===== config.mk =====
export PLATFORM = sky130hd
export DESIGN_NAME = oam_dma_arbiter
export DESIGN_NICKNAME = d
export VERILOG_FILES = /design/src/rtl/oam_dma_arbiter_pkg.sv /design/src/rtl/oam_dma_arbiter.sv
export SDC_FILE = /design/constraint.sdc
export NUM_CORES = 1
export LEC_CHECK = 0
export ABC_CLOCK_PERIOD_IN_PS = 2000
export BUFFER_PORTS_ARGS = -buffer_cell sky130_fd_sc_hd__buf_4
export CAP_MARGIN = 20
export CORE_ASPECT_RATIO = 1.1
export CORE_MARGIN = 1.5
export CORE_UTILIZATION = 35
export CTS_CLUSTER_DIAMETER = 60
export DETAILED_ROUTE_END_ITERATION = 8
export GPL_ROUTABILITY_DRIVEN = 1
export GPL_TIMING_DRIVEN = 0
export HOLD_SLACK_MARGIN = 0.03
export SYNTH_ARGS = -nofsm -noshare
export SYNTH_HDL_FRONTEND = slang
export SYNTH_SLANG_ARGS = --single-unit

===== constraint.sdc =====
create_clock -name clk -period 2 [get_ports clk]
set_input_delay 0.1 -clock clk [delete_from_list [all_inputs] [get_ports clk]]
set_output_delay 0.1 -clock clk [all_outputs]
set_load 0.05 [all_outputs]

===== src/rtl/oam_dma_arbiter_pkg.sv =====
// ----------------------------------------------------------------------------
// oam_dma_arbiter_pkg
//   Shared constants and types for the sprite-DMA controller / bus arbiter.
//   - DMA_TRIGGER_ADDR : CPU write address that kicks off a sprite copy.
//   - OAM_DATA_ADDR    : fixed OAM data port every DMA byte is written to.
//   - ST_* encodings   : legacy-compatible state codes; dma_state_t names them.
// ----------------------------------------------------------------------------
package oam_dma_arbiter_pkg;

  localparam logic [15:0] DMA_TRIGGER_ADDR = 16'h4014;
  localparam logic [15:0] OAM_DATA_ADDR    = 16'h2004;

  // Last byte index of a 256-byte page copy.
  localparam logic [7:0]  DMA_LAST_IDX     = 8'hFF;

  localparam logic [2:0]  ST_IDLE  = 3'd0;
  localparam logic [2:0]  ST_HALT  = 3'd1;
  localparam logic [2:0]  ST_ALIGN = 3'd2;
  localparam logic [2:0]  ST_READ  = 3'd3;
  localparam logic [2:0]  ST_WRITE = 3'd4;

  typedef enum logic [2:0] {
    DMA_IDLE  = ST_IDLE,
    DMA_HALT  = ST_HALT,
    DMA_ALIGN = ST_ALIGN,
    DMA_READ  = ST_READ,
    DMA_WRITE = ST_WRITE
  } dma_state_t;

endpackage : oam_dma_arbiter_pkg


===== src/rtl/oam_dma_arbiter.sv =====
// ----------------------------------------------------------------------------
// oam_dma_arbiter
//   Sprite-DMA controller and memory-bus arbiter between the CPU and a
//   single-port memory. A CPU write of value P to TRIGGER_ADDR copies the 256
//   bytes at {P,8'h00}..{P,8'hFF} to DEST_ADDR, one byte per READ/WRITE pair,
//   while the CPU is held off through cpu_rdy.
//
// Ports
//   clk       in   system clock, rising edge
//   reset_n   in   asynchronous active-low reset
//   cpu_addr  in   CPU address
//   cpu_we    in   CPU write strobe
//   cpu_din   in   CPU write data
//   cpu_dout  out  read data to CPU (always mem_dout)
//   cpu_rdy   out  CPU ready; low while a DMA is pending or running
//   mem_addr  out  memory address
//   mem_we    out  memory write enable
//   mem_din   out  memory write data
//   mem_dout  in   memory read data, valid in the cycle its address is driven
//   dma_busy  out  high whenever the controller is not idle
// ----------------------------------------------------------------------------
module oam_dma_arbiter
  import oam_dma_arbiter_pkg::*;
#(
  parameter int unsigned           ADDR_WIDTH   = 16,
  parameter int unsigned           DATA_WIDTH   = 8,
  parameter logic [ADDR_WIDTH-1:0] TRIGGER_ADDR = ADDR_WIDTH'(DMA_TRIGGER_ADDR),
  parameter logic [ADDR_WIDTH-1:0] DEST_ADDR    = ADDR_WIDTH'(OAM_DATA_ADDR)
) (
  input  logic                  clk,
  input  logic                  reset_n,
  input  logic [ADDR_WIDTH-1:0] cpu_addr,
  input  logic                  cpu_we,
  input  logic [DATA_WIDTH-1:0] cpu_din,
  output logic [DATA_WIDTH-1:0] cpu_dout,
  output logic                  cpu_rdy,
  output logic [ADDR_WIDTH-1:0] mem_addr,
  output logic                  mem_we,
  output logic [DATA_WIDTH-1:0] mem_din,
  input  logic [DATA_WIDTH-1:0] mem_dout,
  output logic                  dma_busy
);

  dma_state_t            state_q, state_d;
  logic [7:0]            page_q,  page_d;
  logic [7:0]            idx_q,   idx_d;
  logic [DATA_WIDTH-1:0] latch_q, latch_d;
  // Free-running cycle parity; decides whether an ALIGN cycle is needed so
  // the first READ always lands on an even cycle.
  logic                  odd_q;

  logic                  trigger;

  assign trigger = cpu_we && (cpu_addr == TRIGGER_ADDR);

  // --------------------------------------------------------------------------
  // Next-state logic
  // --------------------------------------------------------------------------
  always_comb begin
    // NOTE: every variable gets a default before the case so no path leaves
    // it unassigned, which would otherwise infer a latch.
    state_d = state_q;
    page_d  = page_q;
    idx_d   = idx_q;
    latch_d = latch_q;

    case (state_q)
      DMA_IDLE: begin
        // The trigger write itself is still forwarded to memory by the mux.
        if (trigger) begin
          page_d  = cpu_din[7:0];
          idx_d   = 8'h00;
          state_d = DMA_HALT;
        end
      end

      DMA_HALT: begin
        // A 6502 ignores rdy on write cycles, so we wait for a read cycle
        // before the CPU is actually stalled. Any trigger seen here is ignored.
        if (!cpu_we) begin
          state_d = odd_q ? DMA_READ : DMA_ALIGN;
        end
      end

      DMA_ALIGN: begin
        state_d = DMA_READ;
      end

      DMA_READ: begin
        latch_d = mem_dout;
        state_d = DMA_WRITE;
      end

      DMA_WRITE: begin
        if (idx_q == DMA_LAST_IDX) begin
          state_d = DMA_IDLE;
        end else begin
          idx_d   = idx_q + 8'd1;
          state_d = DMA_READ;
        end
      end

      default: begin
        state_d = DMA_IDLE;
      end
    endcase
  end

  // --------------------------------------------------------------------------
  // State registers
  // --------------------------------------------------------------------------
  always_ff @(posedge clk or negedge reset_n) begin
    // NOTE: sequential state uses non-blocking assignments so every register
    // samples the pre-edge value of the others regardless of statement order.
    if (!reset_n) begin
      state_q <= DMA_IDLE;
      page_q  <= 8'h00;
      idx_q   <= 8'h00;
      latch_q <= '0;
      odd_q   <= 1'b0;
    end else begin
      state_q <= state_d;
      page_q  <= page_d;
      idx_q   <= idx_d;
      latch_q <= latch_d;
      odd_q   <= ~odd_q;
    end
  end

  // --------------------------------------------------------------------------
  // Bus mux: purely a function of state, so CPU writes only reach memory in
  // the pass-through states (IDLE, and HALT while the CPU is still writing).
  // --------------------------------------------------------------------------
  always_comb begin
    mem_addr = cpu_addr;
    mem_we   = cpu_we;
    mem_din  = cpu_din;

    case (state_q)
      DMA_IDLE: begin
        // full pass-through
      end

      DMA_HALT: begin
        // Pass-through while cpu_we is high; once it drops the stalled CPU's
        // read address is presented as a harmless dummy read.
        mem_we = cpu_we;
      end

      DMA_ALIGN: begin
        mem_we = 1'b0;
      end

      DMA_READ: begin
        mem_addr = ADDR_WIDTH'({page_q, idx_q});
        mem_we   = 1'b0;
      end

      DMA_WRITE: begin
        mem_addr = DEST_ADDR;
        mem_we   = 1'b1;
        mem_din  = latch_q;
      end

      default: begin
        mem_we = 1'b0;
      end
    endcase
  end

  assign cpu_dout = mem_dout;
  assign cpu_rdy  = (state_q == DMA_IDLE);
  assign dma_busy = (state_q != DMA_IDLE);

endmodule : oam_dma_arbiter


**Word-level counts from Yosys, hierarchy flattened**

Cells that the tools add are included.

- Bits of input ports: 35
- Flip-flop bits (word level): 28
- Word-level logic and storage cells: 35

- Bitwise gates (word level): 1
- Eq/ne operators: 9
- Add/subtract/negate cells: 1
- Multiplexer cells: 11
- Reduce and logical (&&, ||, !) cells: 8

Operator list:

| kind | count |
|---|---|
| $pmux W16 S2 | 1 |
| $mux W8 | 3 |
| $eq A16 B15 Y1 const B | 1 |
| $pmux W8 S2 | 1 |
| $pmux W3 S5 | 1 |
| $add A8 B1 Y8 const B | 1 |
| $eq A8 B8 Y1 const B | 1 |
| $eq A3 B2 Y1 const B | 2 |
| $mux W3 | 2 |
| $ne A2 B2 Y1 const B | 3 |
| $reduce_and A2 Y1 | 2 |
| $eq A3 B1 Y1 const B | 1 |
| $eq A3 B3 Y1 const B | 1 |
| $logic_not A3 Y1 | 1 |
| $reduce_and A3 Y1 | 1 |
| $reduce_bool A3 Y1 | 1 |
| $mux W2 | 1 |
| $pmux W1 S2 | 1 |
| $reduce_bool A2 Y1 | 1 |
| $reduce_or A2 Y1 | 1 |
| $logic_and A1 B1 Y1 | 1 |
| $mux W1 | 1 |
| $not A1 Y1 | 1 |

**Depth between registers and ports, before layout**

Gate-level depths: netlist of run 1.

- Word-level depth: 4
- Gate-level depth with buffers: 6
- Depth with buffers taken out: 5

**Least setup slack after synthesis of run 1**

Ideal clock, no wire load.

- Path type: register to register
- From: reg state_q[1]
- To: reg page_q[4]
- Path buffers: 2
- Arrival: 2111 ps
- Clock period less this slack: 2236 ps
- Cell stages (with the launch flop): 7
- Path slack: -236 ps
- Library setup time: 125 ps
- Path through: dfrtp_1 -> buf_6 -> nor3_2 -> nand2_1 -> nor2_4 -> buf_6 -> mux2_4

- Word-level cells in the longest chain between the ends: 2

RTL lines:

| item | RTL line | RTL |
|---|---|---|
| start: declaration | oam_dma_arbiter.sv:44 | `dma_state_t state_q, state_d;` |
| start signal: assignment | oam_dma_arbiter.sv:122 | `state_q <= state_d;` |
| $logic_not A3 Y1 | -- |  |
| named net cpu_rdy | oam_dma_arbiter.sv:36 | `output logic cpu_rdy,` |
| $reduce_and A2 Y1 (no line) | -- |  |
| end signal: assignment | oam_dma_arbiter.sv:123 | `page_q <= page_d;` |
| end: declaration | oam_dma_arbiter.sv:45 | `logic [7:0] page_q, page_d;` |

The timed path passes the listed nets, and every way through them passes these cells.
A chain may end at the register's enable or synchronous reset.

**Worst setup path in the final report of run 1**

- From: reg state_q[2]
- To: out mem_addr[15]

- Word-level cells in the longest chain between the ends: 2
- Elaborated cells on any way between the ends: 3

RTL lines:

| item | RTL line | RTL |
|---|---|---|
| $eq A3 B3 Y1 or $eq A3 B2 Y1 (tied branches) | oam_dma_arbiter.sv:139 | `case (state_q)` |
| $pmux W16 S2 (*) | oam_dma_arbiter.sv:139 |  |
| end: declaration | oam_dma_arbiter.sv:37 | `output logic [ADDR_WIDTH-1:0] mem_addr,` |

Mark *: on every way between the ends. The rest lies on a longest branch, timed or not.

==> impl_metrics.yaml, run 1 <==
clock_network:
  cts_tree: "done"
  numCtsBuffers: 3
  insertion_delay_ns: 0.29
  cts.clk_slew.worst_paths_ns: 0.11
  htreeDepth: 1
  cts_num_sinks: 28
  cts_buffer_depth: 2
  root_buffer: "clkbuf_8"
worst_hold_path:
  hold_path_class: "in2reg"
  hold_depth: 2
  hp-start: "mem_dout[4]"
  min_to: "latch_q[4]"
drt:
  drc: 0
  post_drt_via_cell_ratio: 4.99
  totalWireLength_um: 4640
  route.antenna.remaining_nets: 0
  vias: 1548
  drt_iter0_drc: 67
  first_pass_iters: 4
  post_drt_wl_per_cell_um: 15.0
pwr:
  p_clk_share_pct: 11.1
  p_switching_w: 0.00165
  p_comb_share_pct: 63.2
  power_leakage_nw: 1.24
  p_per_area_nw_per_um2: 1380
  p_sw_share_pct: 49.5
  p_seq_share_pct: 25.7
  power_w: 0.00334
  irDropWorstVdd_uv: 505
  p_int_w: 0.00169
setup_path:
  path_delay_family: "buffers and inverters"
  critPathMaxFanout: 10
  r2r-start: "idx_q[0]"
  rr_worst_depth: 6
  crit_type: "reg2out"
  required_ns: 1.90
  cp_slowest_stage_delay_ns: 0.35
  cp_slowest_cell: "nor3b_4"
  crit_chain: "buf_4 > nor3b_4 > nor2_4 > buf_4 > a22o_1 > buf_4"
  end_kind: "primary output"
  critPathBufInv: 3
  worstSetupPathDepth: 6
  rr_endpoint: "state_q[0]"
  start_kind: "flop"
  startpoint: "state_q[2]"
  cp_data_arrival_time_ns: 1.82
  r2r_setup_slack_ns: 0.25
  crit_top_cell: "buf_4"
sta:
  worst_pin_slew_ns: 0.377
  drv_slew: 0
  min_period_over_period_pct: 95.8
  period_needed_ns: 1.92
  final-setup-viol-count: 0
  skew_ns: 0.00962
  fin_tns_setup_ns: 0
  hold_viol_final: 0
  fmaxAchievable_mhz: 522
  slew_headroom_pct: 74.9
global_route:
  grt_max_degree: 29
  grt_pass1_wl_um: 7450
  grt.total_usage_pct: 17.6
  first_global_vias: 1469
  overflow: 0
  antenna_found_initial: 0
cells_and_area:
  nets: 291
  diodes: 0
  drive_above_1_share_pct: 48.4
  stdcell_count: 310
  layout_commonest_cell: "buf_4"
  syn2layout_area_growth_pct: 42.9
  mostFrequentLayoutCells: "85 x buf_4, 36 x nand2_1, 27 x dfrtp_1"
synth:
  yosysSeqAreaShare_pct: 41.3
  ys_types: 38
  syn_inst: 175
  synth_warnings: 0
  synth_async_sr_flop_share_pct: 100
  synth_edf_count: 0
  synth_fp_nets: 211
  synth.top_cell.area_share_pct: 41.3
  yosysTopAreaCell: "dfrtp_1"
  syn_area_um2: 1700
  postSynthAreaPerCell_um2: 9.70
  synth.ff_latch_count: 28
  synthTopCellsByArea: "dfrtp_1 41%, nand2_1 8.0%, mux2_2 8.0%, a22o_1 7.2%, buf_4 4.4%"
  ys.flop_type: "dfrtp_1"
outcome:
  run_status: "finished, final reports clean"
run:
  drv_cap: 0
floorplan:
  dieArea_um2: 5270
  fp.dieH_um: 76.0
  core_um2: 4650
  start_util_pct: 36.5
  ios: 70
  row_count: 26
  die_width_um: 69.4
place:
  gp_congestion: 0.785
  dp.cells: 300
  portBuffers: 69
  hpwlAfterDp_um: 3310
-- registers in the layout, indices dropped and copies added, names as in the netlist --
register and count:
latch_q 8, odd_q 1, idx_q 8, state_q 3, page_q 8
-- what timing repair did --
item | 4_1_cts | 5_1_grt
pin swaps | 1 | 1
setup endpoints to repair | 20 | 18
hold buffers | 1 | 0
setup buffers | 0 | 6
gates resized for setup | 6 | 3
hold endpoints to repair | 28 | 0
-- how the worst max path moves through the flow --
stage	slack (ns)	end
6_report	0.08	mem_addr[15]
4_1_cts	0.02	mem_addr[15]
3_5_place_dp	0.14	mem_addr[15]
2_1_floorplan	0.04	page_q[4]
5_1_grt	-0.004	mem_addr[15]
3_3_place_gp	0.14	mem_addr[15]
-- power by group through the flow --
stage | combinational (W) | sequential, W | clock, W
after floorplan | 0.00149 | 0.000827 | 0
after global placement | 0.00201 | 0.000857 | 0
after detailed placement | 0.00202 | 0.000863 | 0
after CTS | 0.00205 | 0.000857 | 0.000374
after global routing | 0.00226 | 0.000880 | 0.000404
final | 0.00211 | 0.000859 | 0.000370
-- Yosys cell counts (all sizes together) (4+ instances only) --
library cell	number
a22o	14
nor3	5
inv	5
nand2	36
dfrtp	28
buf	17
mux2	16
o21ai	9
nand3	4
nor2	7
-- metal layers --
| metal | global-route usage [%] | wire length [um] | up-vias |
|---|---|---|---|
| met1 | 23.6 | 2070 | 726 |
| met5 | 0 | 0 | - |
| li1 | - | - | 774 |
| met3 | 3.31 | 225 | 5 |
| met2 | 28.7 | 2280 | 43 |
| met4 | 5.29 | 57 | 0 |
-- cell type report --
class | instances | area, um2
Inverter | 5 | 18.8
Timing Repair Buffer | 76 | 573
Tap cell | 56 | 70.1
Clock buffer | 4 | 55.1
Buffer | 18 | 134
Fill cell | 465 | 2230
Sequential cell | 28 | 702
Multi-Input combinational cell | 123 | 872
-- kinds of logic after synthesis --
kind of cell,after synthesis,share of synthesized area (%)
compound gates,36,15.0
xor+xnor,1,0.516
fa+ha+maj,1,0.737
buf+inv,24,8.78
flops,28,41.3
mux,19,13.3
simple gates,66,20.4
-- stage by stage --
step	setup slack (ns)	instance area [um2]	utilization, %	hold slack, ns
after detailed placement	0.138	2290	49.2	0.0515
after CTS	0.0211	2370	51.0	0.0453
final	0.0848	2420	52.1	0.0455
after global routing	-0.00357	2420	52.1	0.0424
after global placement	0.137	2290	49.2	0.0518
after floorplan	0.0399	1700	-	-0.196
-- worst register-to-register path, stage by stage, from the launching register on --
cell and delay [ns]:
dfrtp_1 0.47, ha_1 0.25, nand4_1 0.13, o31ai_1 0.29, buf_2 0.28, o21ai_0 0.12, o21a_1 0.11
Power figures use the tool's default switching activity.
==> run 2: changes to the inputs <==
==> constraint.sdc (replaced) <==
create_clock -name clk -period 2 [get_ports clk]
set_input_delay 0.4 -clock clk [delete_from_list [all_inputs] [get_ports clk]]
set_output_delay 0.4 -clock clk [all_outputs]
set_load 0.05 [all_outputs]
==> run 2 against run 1 <==
  * The flow now finishes with violations (negative setup slack)
  * Power grew 9.7%
  * Maximum frequency decreased by 9.6%
  * Worst setup slack got worse by 0.20 ns
  * Critical path depth unchanged
  * Largest cell class is now buffers
  * Largest power group unchanged
==> impl_metrics.yaml, run 2 (synthesis gave the netlist of run 1 again) <==
pwr:
  p_per_area_nw_per_um2: 1390
  irDropWorstVdd_uv: 505
  power_leakage_nw: 1.34
  power_w: 0.00366
setup_path:
  path_delay_family: "buffers and inverters"
  start_kind: "flop"
  cp_slowest_cell: "dfrtp_1"
  crit_chain: "buf_6 > nor3b_4 > nor2_4 > buf_6 > a22o_1 > buf_6"
  crit_type: "reg2out"
  r2r_setup_slack_ns: 0.17
  crit_top_cell: "buf_6"
  required_ns: 1.60
  critPathBufInv: 3
  cp_data_arrival_time_ns: 1.72
  end_kind: "primary output"
  startpoint: "state_q[1]"
  rr_endpoint: "page_q[6]"
  rr_worst_depth: 7
  cp_slowest_stage_delay_ns: 0.38
  r2r-start: "state_q[1]"
  critPathMaxFanout: 6
floorplan:
  dieArea_um2: 5270
  ios: 70
  start_util_pct: 36.5
  die_width_um: 69.4
  core_um2: 4650
  row_count: 26
  fp.dieH_um: 76.0
sta:
  setup_slack_ns: -0.118
  period_needed_ns: 2.12
  skew_ns: 0.00605
  min_period_over_period_pct: 106
  drv_slew: 0
  worst_pin_slew_ns: 0.383
  rsz0062_at_grt: "true"
  hold_viol_final: 0
  final-setup-viol-count: 23
  holdWs_ns: 0.0270
  fmaxAchievable_mhz: 472
  slew_headroom_pct: 74.5
global_route:
  grt.total_usage_pct: 18.8
  use_met1_pct: 23.8
  gr-max-usage-layer: "met2"
  grt_max_degree: 29
  overflow: 0
  grtUsageMet2_pct: 31.9
  first_global_vias: 1596
  gr-usage-met3_pct: 3.97
  antenna_found_initial: 0
  grt_pass1_wl_um: 7930
cells_and_area:
  fillers: 440
  diodes: 0
  layout_commonest_cell: "buf_4"
  nets: 302
  stdcell_count: 321
  syn2layout_area_growth_pct: 55.3
  mostFrequentLayoutCells: "69 x buf_4, 36 x nand2_1, 31 x buf_6"
  reg_top3: "idx_q (8), latch_q (8), page_q (8)"
  drive_above_1_share_pct: 50.9
clock_network:
  cts.clk_slew.worst_paths_ns: 0.10
  postCtsHoldBufs: 0
  cts_buffer_depth: 2
  htreeDepth: 1
  cts_num_sinks: 28
  insertion_delay_ns: 0.28
  cts_tree: "done"
  root_buffer: "clkbuf_8"
  numCtsBuffers: 3
drt:
  vias: 1625
  post_drt_via_cell_ratio: 5.06
  first_pass_iters: 4
  drt_iter0_drc: 56
  post_drt_wl_per_cell_um: 14.9
  totalWireLength_um: 4800
  drc: 0
  route.antenna.remaining_nets: 0
place:
  dp.cells: 300
  pre_cts_slack_ns: -0.162
  gp_congestion: 0.785
  portBuffers: 69
  hpwlAfterDp_um: 3310
run:
  drv_cap: 0
worst_hold_path:
  hold_path_class: "in2async"
outcome:
  run_status: "finished, violations left"
  violations: "negative setup slack"
==> run 2: cell types whose count changed in the layout (fill, tap and decap cells not counted) <==
| cell | before | now |
|---|---|---|
| dlygate4sd3_1 | 1 | 0 |
| buf_2 | 5 | 3 |
| buf_4 | 85 | 69 |
| buf_12 | 0 | 1 |
| buf_6 | 3 | 31 |
| buf_8 | 0 | 1 |
==> run 2: worst register-to-register path, cell delays in order, from the launching register on <==
cell     delay [ns]
dfrtp_1        0.38
buf_6          0.13
buf_4          0.13
nor3_4         0.22
nand2_1        0.15
nor2_4         0.20
buf_6          0.19
mux2_4         0.30
==> run 2: area by class of cell <==
type | instances | area [um2] | area share (%)
flip-flops and latches | 28 | 702 | 26.6
repair buffers | 87 | 757 | 28.7
clock buffers | 4 | 55.1 | 2.09
inverters | 5 | 18.8 | 0.712
multi-input cells | 123 | 872 | 33.1
well taps | 56 | 70.1 | 2.66
plain buffers | 18 | 160 | 6.08
==> run 2: where the power goes <==
part	total, W	leakage, nW	internal (W)	switching (W)
clock	0.000364	0.0288	0.000177	0.000188
sequential	0.000855	0.326	0.000724	0.000131
combinational	0.00244	0.990	0.00104	0.00140
total	0.00366	1.34	0.00194	0.00172
==> run 2: worst max path at each step <==
stage                     slack, ns  cells past startpoint      endpoint
after global routing          -0.20                      7    mem_din[2]
after floorplan                0.04                      5   mem_addr[0]
after detailed placement      -0.16                      6  mem_addr[15]
final                         -0.12                      6  mem_addr[15]
after global placement        -0.16                      6  mem_addr[15]
after CTS                     -0.11                      6  mem_addr[15]
==> run 2: timing repair <==
item	in CTS	in global routing
setup endpoints to repair	24	24
cloned	2	0
gates resized for setup	41	1
setup buffers	13	3
pin swaps	6	2
==> run 2: stage by stage <==
step	cell area [um2]	setup TNS, ns	util [%]
detailed placement	2290	-2.69	49.2
global route	2640	-4.02	56.6
global placement	2290	-2.51	49.2
floorplan	1700	0	-
finish	2640	-2.10	56.6
CTS	2610	-1.69	56.1
==> run 2: routing by layer <==
| metal | part of all wire (%) | up-vias |
|---|---|---|
| met3 | 4.6 | 7 |
| li1 | - | 797 |
| met1 | 44 | 780 |
| met5 | 0 | - |
| met2 | 50 | 41 |
| met4 | 1.7 | 0 |
